`config.mk`:
```
export PLATFORM = sky130hd
export DESIGN_NAME = multicycle_control_fsm
export DESIGN_NICKNAME = d
export VERILOG_FILES = /design/src/rtl/multicycle_control_fsm.sv
export SDC_FILE = /design/constraint.sdc
export NUM_CORES = 1
export LEC_CHECK = 0
export ABC_CLOCK_PERIOD_IN_PS = 1900
export BUFFER_PORTS_ARGS = -buffer_cell sky130_fd_sc_hd__buf_4
export CORE_AREA = 4 4 70 72
export CTS_CLUSTER_SIZE = 30
export DETAILED_ROUTE_END_ITERATION = 8
export DIE_AREA = 0 0 74 76
export PLACE_DENSITY = 0.71
export SYNTH_ARGS = -nofsm -noshare
export SYNTH_HDL_FRONTEND = slang
export SYNTH_SLANG_ARGS = --single-unit
```
`constraint.sdc`:
```
create_clock -name clk -period 1.9 [get_ports clk]
set_input_delay 0.19 -clock clk [delete_from_list [all_inputs] [get_ports clk]]
set_output_delay 0.19 -clock clk [all_outputs]
set_load 0.005 [all_outputs]
```
`src/rtl/multicycle_control_fsm.sv`:
```
// Multicycle control unit: variable-length instruction paths, memory-ready
// handshake with timeout, sticky halt, illegal-opcode pulse and retire counter.
module multicycle_control_fsm #(
    parameter int                    OPCODE_W   = 6,
    parameter int                    ALUOP_W    = 2,
    parameter int                    ALUOP_IDLE = 3,
    parameter int                    WAIT_W     = 4,
    parameter int                    MAX_WAIT   = 15,
    parameter int                    CNT_W      = 16,
    parameter logic [OPCODE_W-1:0]   HALT_OP    = {OPCODE_W{1'b1}}
) (
    input  logic                 clk,
    input  logic                 reset,
    input  logic [OPCODE_W-1:0]  opcode,
    input  logic                 mem_ready,
    output logic                 regdst,
    output logic                 jump,
    output logic                 branch,
    output logic                 memread,
    output logic                 memtoreg,
    output logic                 memwrite,
    output logic                 alusrc,
    output logic                 regwrite,
    output logic                 pcupdate,
    output logic [ALUOP_W-1:0]   aluop,
    output logic                 halted,
    output logic                 illegal,
    output logic                 mem_err,
    output logic [2:0]           state,
    output logic [CNT_W-1:0]     instr_count
);

    // state  | meaning
    // FETCH  | latch opcode into op_q
    // DECODE | pick path from op_q
    // EXEC   | ALU operation / branch / jump resolve
    // MEM    | data memory access, waits on mem_ready
    // WB     | register file write
    // PCUPD  | PC update, retire instruction
    // HALT   | absorbing until reset
    typedef enum logic [2:0] {
        S_FETCH  = 3'd0,
        S_DECODE = 3'd1,
        S_EXEC   = 3'd2,
        S_MEM    = 3'd3,
        S_WB     = 3'd4,
        S_PCUPD  = 3'd5,
        S_HALT   = 3'd6
    } state_t;

    typedef struct packed {
        logic               regdst;
        logic               jump;
        logic               branch;
        logic               memread;
        logic               memtoreg;
        logic               memwrite;
        logic               alusrc;
        logic               regwrite;
        logic               pcupdate;
        logic               halted;
        logic               illegal;
        logic [ALUOP_W-1:0] aluop;
    } ctrl_t;

    localparam logic [OPCODE_W-1:0] OP_R    = OPCODE_W'(6'b000000);
    localparam logic [OPCODE_W-1:0] OP_ADDI = OPCODE_W'(6'b001000);
    localparam logic [OPCODE_W-1:0] OP_LW   = OPCODE_W'(6'b100011);
    localparam logic [OPCODE_W-1:0] OP_SW   = OPCODE_W'(6'b101011);
    localparam logic [OPCODE_W-1:0] OP_BEQ  = OPCODE_W'(6'b000100);
    localparam logic [OPCODE_W-1:0] OP_J    = OPCODE_W'(6'b000010);

    state_t              st_q, st_n;
    logic [OPCODE_W-1:0] op_q, op_n;
    logic [WAIT_W-1:0]   wait_q, wait_n;
    logic [CNT_W-1:0]    cnt_q, cnt_n;
    logic                err_q, err_n;
    ctrl_t               ctrl_q;

    function automatic ctrl_t decode(input state_t s, input logic [OPCODE_W-1:0] op);
        ctrl_t              c;
        logic               is_r, is_addi, is_lw, is_sw, is_beq, is_j;
        logic [ALUOP_W-1:0] alu_exec;
        c        = '0;
        c.aluop  = ALUOP_W'(ALUOP_IDLE);
        is_r     = (op == OP_R);
        is_addi  = (op == OP_ADDI);
        is_lw    = (op == OP_LW);
        is_sw    = (op == OP_SW);
        is_beq   = (op == OP_BEQ);
        is_j     = (op == OP_J);
        alu_exec = is_r ? ALUOP_W'(2) : (is_beq ? ALUOP_W'(1) : ALUOP_W'(0));
        case (s)
            S_EXEC: begin
                c.aluop  = alu_exec;
                c.alusrc = is_addi | is_lw | is_sw;
                c.branch = is_beq;
                c.jump   = is_j;
            end
            S_MEM: begin
                c.aluop    = alu_exec;
                c.alusrc   = is_addi | is_lw | is_sw;
                c.memread  = is_lw;
                c.memwrite = is_sw;
            end
            S_WB: begin
                c.aluop    = alu_exec;
                c.alusrc   = is_addi | is_lw | is_sw;
                c.regwrite = 1'b1;
                c.regdst   = is_r;
                c.memtoreg = is_lw;
            end
            S_PCUPD: begin
                c.pcupdate = 1'b1;
                c.branch   = is_beq;
                c.jump     = is_j;
                c.illegal  = ~(is_r | is_addi | is_lw | is_sw | is_beq | is_j);
            end
            S_HALT:  c.halted = 1'b1;
            default: ;
        endcase
        return c;
    endfunction

    always_comb begin
        st_n   = st_q;
        op_n   = op_q;
        wait_n = wait_q;
        cnt_n  = cnt_q;
        err_n  = err_q;
        case (st_q)
            S_FETCH: begin
                op_n = opcode;
                st_n = S_DECODE;
            end
            S_DECODE: begin
                if (op_q == HALT_OP)
                    st_n = S_HALT;
                else if (op_q == OP_R || op_q == OP_ADDI || op_q == OP_LW ||
                         op_q == OP_SW || op_q == OP_BEQ || op_q == OP_J)
                    st_n = S_EXEC;
                else
                    st_n = S_PCUPD;
            end
            S_EXEC: begin
                if (op_q == OP_LW || op_q == OP_SW)
                    st_n = S_MEM;
                else if (op_q == OP_R || op_q == OP_ADDI)
                    st_n = S_WB;
                else
                    st_n = S_PCUPD;
            end
            S_MEM: begin
                // ready on the last allowed wait cycle still completes normally
                if (mem_ready) begin
                    wait_n = '0;
                    st_n   = (op_q == OP_LW) ? S_WB : S_PCUPD;
                end else if (wait_q == WAIT_W'(MAX_WAIT)) begin
                    wait_n = '0;
                    err_n  = 1'b1;
                    st_n   = S_HALT;
                end else begin
                    wait_n = wait_q + WAIT_W'(1);
                end
            end
            S_WB:    st_n = S_PCUPD;
            S_PCUPD: begin
                st_n = S_FETCH;
                if (cnt_q != '1)
                    cnt_n = cnt_q + CNT_W'(1);
            end
            S_HALT:  st_n = S_HALT;
            default: st_n = S_FETCH;
        endcase
    end

    always_ff @(posedge clk) begin
        if (reset) begin
            st_q   <= S_FETCH;
            op_q   <= '0;
            wait_q <= '0;
            cnt_q  <= '0;
            err_q  <= 1'b0;
            ctrl_q <= decode(S_FETCH, '0);
        end else begin
            st_q   <= st_n;
            op_q   <= op_n;
            wait_q <= wait_n;
            cnt_q  <= cnt_n;
            err_q  <= err_n;
            ctrl_q <= decode(st_n, op_n);
        end
    end

    assign regdst      = ctrl_q.regdst;
    assign jump        = ctrl_q.jump;
    assign branch      = ctrl_q.branch;
    assign memread     = ctrl_q.memread;
    assign memtoreg    = ctrl_q.memtoreg;
    assign memwrite    = ctrl_q.memwrite;
    assign alusrc      = ctrl_q.alusrc;
    assign regwrite    = ctrl_q.regwrite;
    assign pcupdate    = ctrl_q.pcupdate;
    assign aluop       = ctrl_q.aluop;
    assign halted      = ctrl_q.halted;
    assign illegal     = ctrl_q.illegal;
    assign mem_err     = err_q;
    assign state       = st_q;
    assign instr_count = cnt_q;

endmodule

```
==> key figures <==
Status
  – Outcome: finished with violations
  – Failing checks: setup timing

Clock tree
  – Reg clk slew, reported paths: 0.07 ns
  – Total CTS buffers: 5
  – Cts hold-fix bufs: 0
  – H-tree depth: 2
  – Root buffer cell: clkbuf_8
  – Clk sinks: 43
  – CTS max path bufs: 2
  – Clock Latency Late Sink: 0.29 ns
  – CTS tree: yes

Route
  – DR vias/cell: 5.38
  – Drt initial violations: 67
  – # DRC: 0
  – Wire per inst: 13.4 um
  – Routed WL: 4760 um
  – Final ANT Viol Nets: 0
  – Drt pass-1 iters: 6
  – Routed vias: 1915

Timing
  – Hold_ws: 0.165 ns
  – Tmin final: 1.97 ns
  – Final setup violation count: 3
  – Worst slew pin tran: 0.525 ns
  – Fmax: 507 MHz
  – Final WS setup: -0.0723 ns
  – RSZ-0062 raised after global routing: yes
  – Slew HR: 0.649
  – Fin crit share: 1.04
  – Slew Viols, Final: 0
  – Final hold vios: 0
  – Clock skew: 0.00959 ns

GRT
  – Largest net degree at the start of global routing: 33
  – GRT Resource Usage Total: 0.170
  – Initial antenna violation count: 0
  – Global route total overflow: 0
  – First-pass GRT wire length: 7820 um
  – Vias in the first global route: 1793

Job
  – Maxcap violations: 0

Setup path
  – Worst-path cell chain: maj3_2 -> o32a_1 -> o31ai_4 -> o21a_2 -> or3b_4 -> nor3_2
  – Slowest CP cell: or3b_4
  – Worst path max stage delay: 0.39 ns
  – Crit path kind: register to register
  – Worst R2R Setup Slack: -0.07 ns
  – R2r worst-path depth: 6
  – Worst path top cell family by delay: compound AO/OA/AOI/OAI gates
  – WP data required: 2.12 ns
  – Startpoint Class: register
  – CP Max Fanout: 3
  – Reg2reg end: memread
  – Worst setup EP type: register
  – Launch point of the worst reg-to-reg path: op_q[2]
  – WP buf/inv: 0
  – Crit path DAT: 2.19 ns
  – Critical path depth: 6

Placed design
  – Routability Congestion: 0.847
  – Port-buffer cells: 41
  – DP Area: 0.00252 mm^2
  – Hpwl dp: 3320 um

Die
  – Die W: 74 um
  – Cell row count: 24
  – Die ar.: 0.00562 mm^2
  – Core Area: 0.00429 mm^2
  – I/O Pins: 42
  – Die height: 76 um
  – Initial Util: 0.459

Finish
  – Fillers: 359
  – Share of layout cells above drive strength 1: 0.368
  – Fin nets: 315
  – Ant. Diodes: 0
  – Finished Cell Area: 0.00280 mm^2
  – Final core utilization: 0.653
  – Layout Area Growth over Synthesis: 42.1%

Yosys
  – Most instantiated cells after synthesis: dfxtp_1, nor2_1, a21oi_1
  – EDFF count, synth: 0
  – Ys async rst share: 0
  – Syn_area_per_cell: 8.62 um^2
  – Netlist cell types: 49
  – Synth area leaders: dfxtp_1, nor2_1, a21oi_1
  – Yosys top cell by area: dfxtp_1
  – Net Count, Synth: 240
  – Synth top area share: 0.436
  – Cell area after synthesis: 0.00197 mm^2
  – Mapped Cells: 229
  – Sequential share of the synthesized area: 0.436
  – Yosys warning count: 0
  – Most used DFF post-synth: dfxtp_1
  – Yosys reg bits: 43
  – Count leader, synth: dfxtp_1

Pwr
  – Max IR drop VDD: 0.000535 V
  – Pwr Density: 1280 mW/mm^2
  – Leak: 1.15 nW

Worst hold path
  – Worst Min Path Start: opcode[0]
  – Min-Delay Path Class: primary input to register
  – Endpoint, Worst Hold: op_q[0]
  – Hold path cells: 3
placed cells by master (no fill, tap or decap), types with 3 or more instances in the layout:
master / n
buf_4: 73
nor2_1: 34
dfxtp_1: 34
nand2_1: 14
a21oi_1: 14
nand3_1: 13
xor2_1: 9
o21ai_0: 8
dfxtp_2: 7
nor2b_1: 5
mux2i_1: 5
clkbuf_8: 5
nand3b_1: 4
nand4_1: 4
xnor2_1: 4
inv_1: 3
or2_2: 3
nor3_1: 3
nor4_1: 3
nor3_2: 3
and3_1: 3
and2_1: 3
or3_1: 3
nor3b_1: 3
routing by layer:
layer  part of all wire  vias up  track usage  routed length [um]
met3              0.047        5       0.0409                 223
met5                  0        -            0                   0
met2               0.51       41        0.292                2420
li1                   -      968            -                   -
met1               0.43      901        0.206                2070
met4              0.010        0       0.0525                  48
metrics by stage:
stage | setup TNS (ns) | power [mW] | setup WS [ns] | cells
after global routing | -0.588 | 3.81 | -0.148 | 356
after CTS | -0.203 | 3.24 | -0.0865 | 351
after floorplan | 0 | 1.95 | 0.00738 | 229
after detailed placement | -0.134 | 2.55 | -0.0708 | 342
after global placement | -0.0400 | 2.53 | -0.0207 | 342
final | -0.162 | 3.60 | -0.0723 | 356
what timing repair did:
action,in CTS,in global routing
setup buffers,2,5
pin swaps,0,7
resized for setup,3,28
setup endpoints to repair,7,20
worst max-delay path by stage:
| stage | start | end | slack [ns] |
|---|---|---|---|
| final | op_q[2] | memread | -0.07 |
| after global routing | op_q[3] | memwrite | -0.15 |
| after CTS | op_q[3] | memwrite | -0.09 |
| after detailed placement | op_q[1] | memwrite | -0.07 |
| after global placement | op_q[1] | memread | -0.02 |
| after floorplan | op_q[1] | memread | 0.007 |
area by class of cell:
class | count | area (um^2) | share of cell area
inverters | 4 | 15.0 | 0.00535
repair buffers | 75 | 571 | 0.203
multi-input cells | 175 | 1170 | 0.419
flip-flops and latches | 43 | 877 | 0.313
well taps | 52 | 65.1 | 0.0232
clock inverters | 1 | 30.0 | 0.0107
clock buffers | 6 | 72.6 | 0.0259
kinds of logic (layout without fill, tap and decap cells):
family | count (synthesis) | count (layout) | synth area share
compound gates | 41 | 41 | 0.131
flops | 43 | 43 | 0.436
fa+ha+maj | 4 | 4 | 0.0235
buf+inv | 11 | 86 | 0.0222
simple gates | 112 | 112 | 0.304
xor+xnor | 13 | 13 | 0.0577
mux | 5 | 5 | 0.0254
state kept, by name, summed over array words and instances (netlist names):
register,cells
aluop,2
alusrc,1
branch,1
halted,1
illegal,1
instr_count,16
jump,1
mem_err,1
memread,1
memtoreg,1
memwrite,1
op_q,6
pcupdate,1
regdst,1
regwrite,1
state,3
wait_q,4
power breakdown:
group | internal (mW) | switching (mW) | total (mW) | leakage, nW
sequential | 1.05 | 0.163 | 1.21 | 0.353
combinational | 0.927 | 0.796 | 1.72 | 0.746
clock | 0.385 | 0.279 | 0.664 | 0.0513
total | 2.36 | 1.24 | 3.60 | 1.15
worst reg2reg max path, cell delays in order, from the launching register on:
cell and delay [ns]:
dfxtp_2 0.33, maj3_2 0.33, o32a_1 0.34, o31ai_4 0.19, o21a_2 0.15, or3b_4 0.39
nor3_2 0.17
No activity file was read; power rests on OpenSTA's default activity.
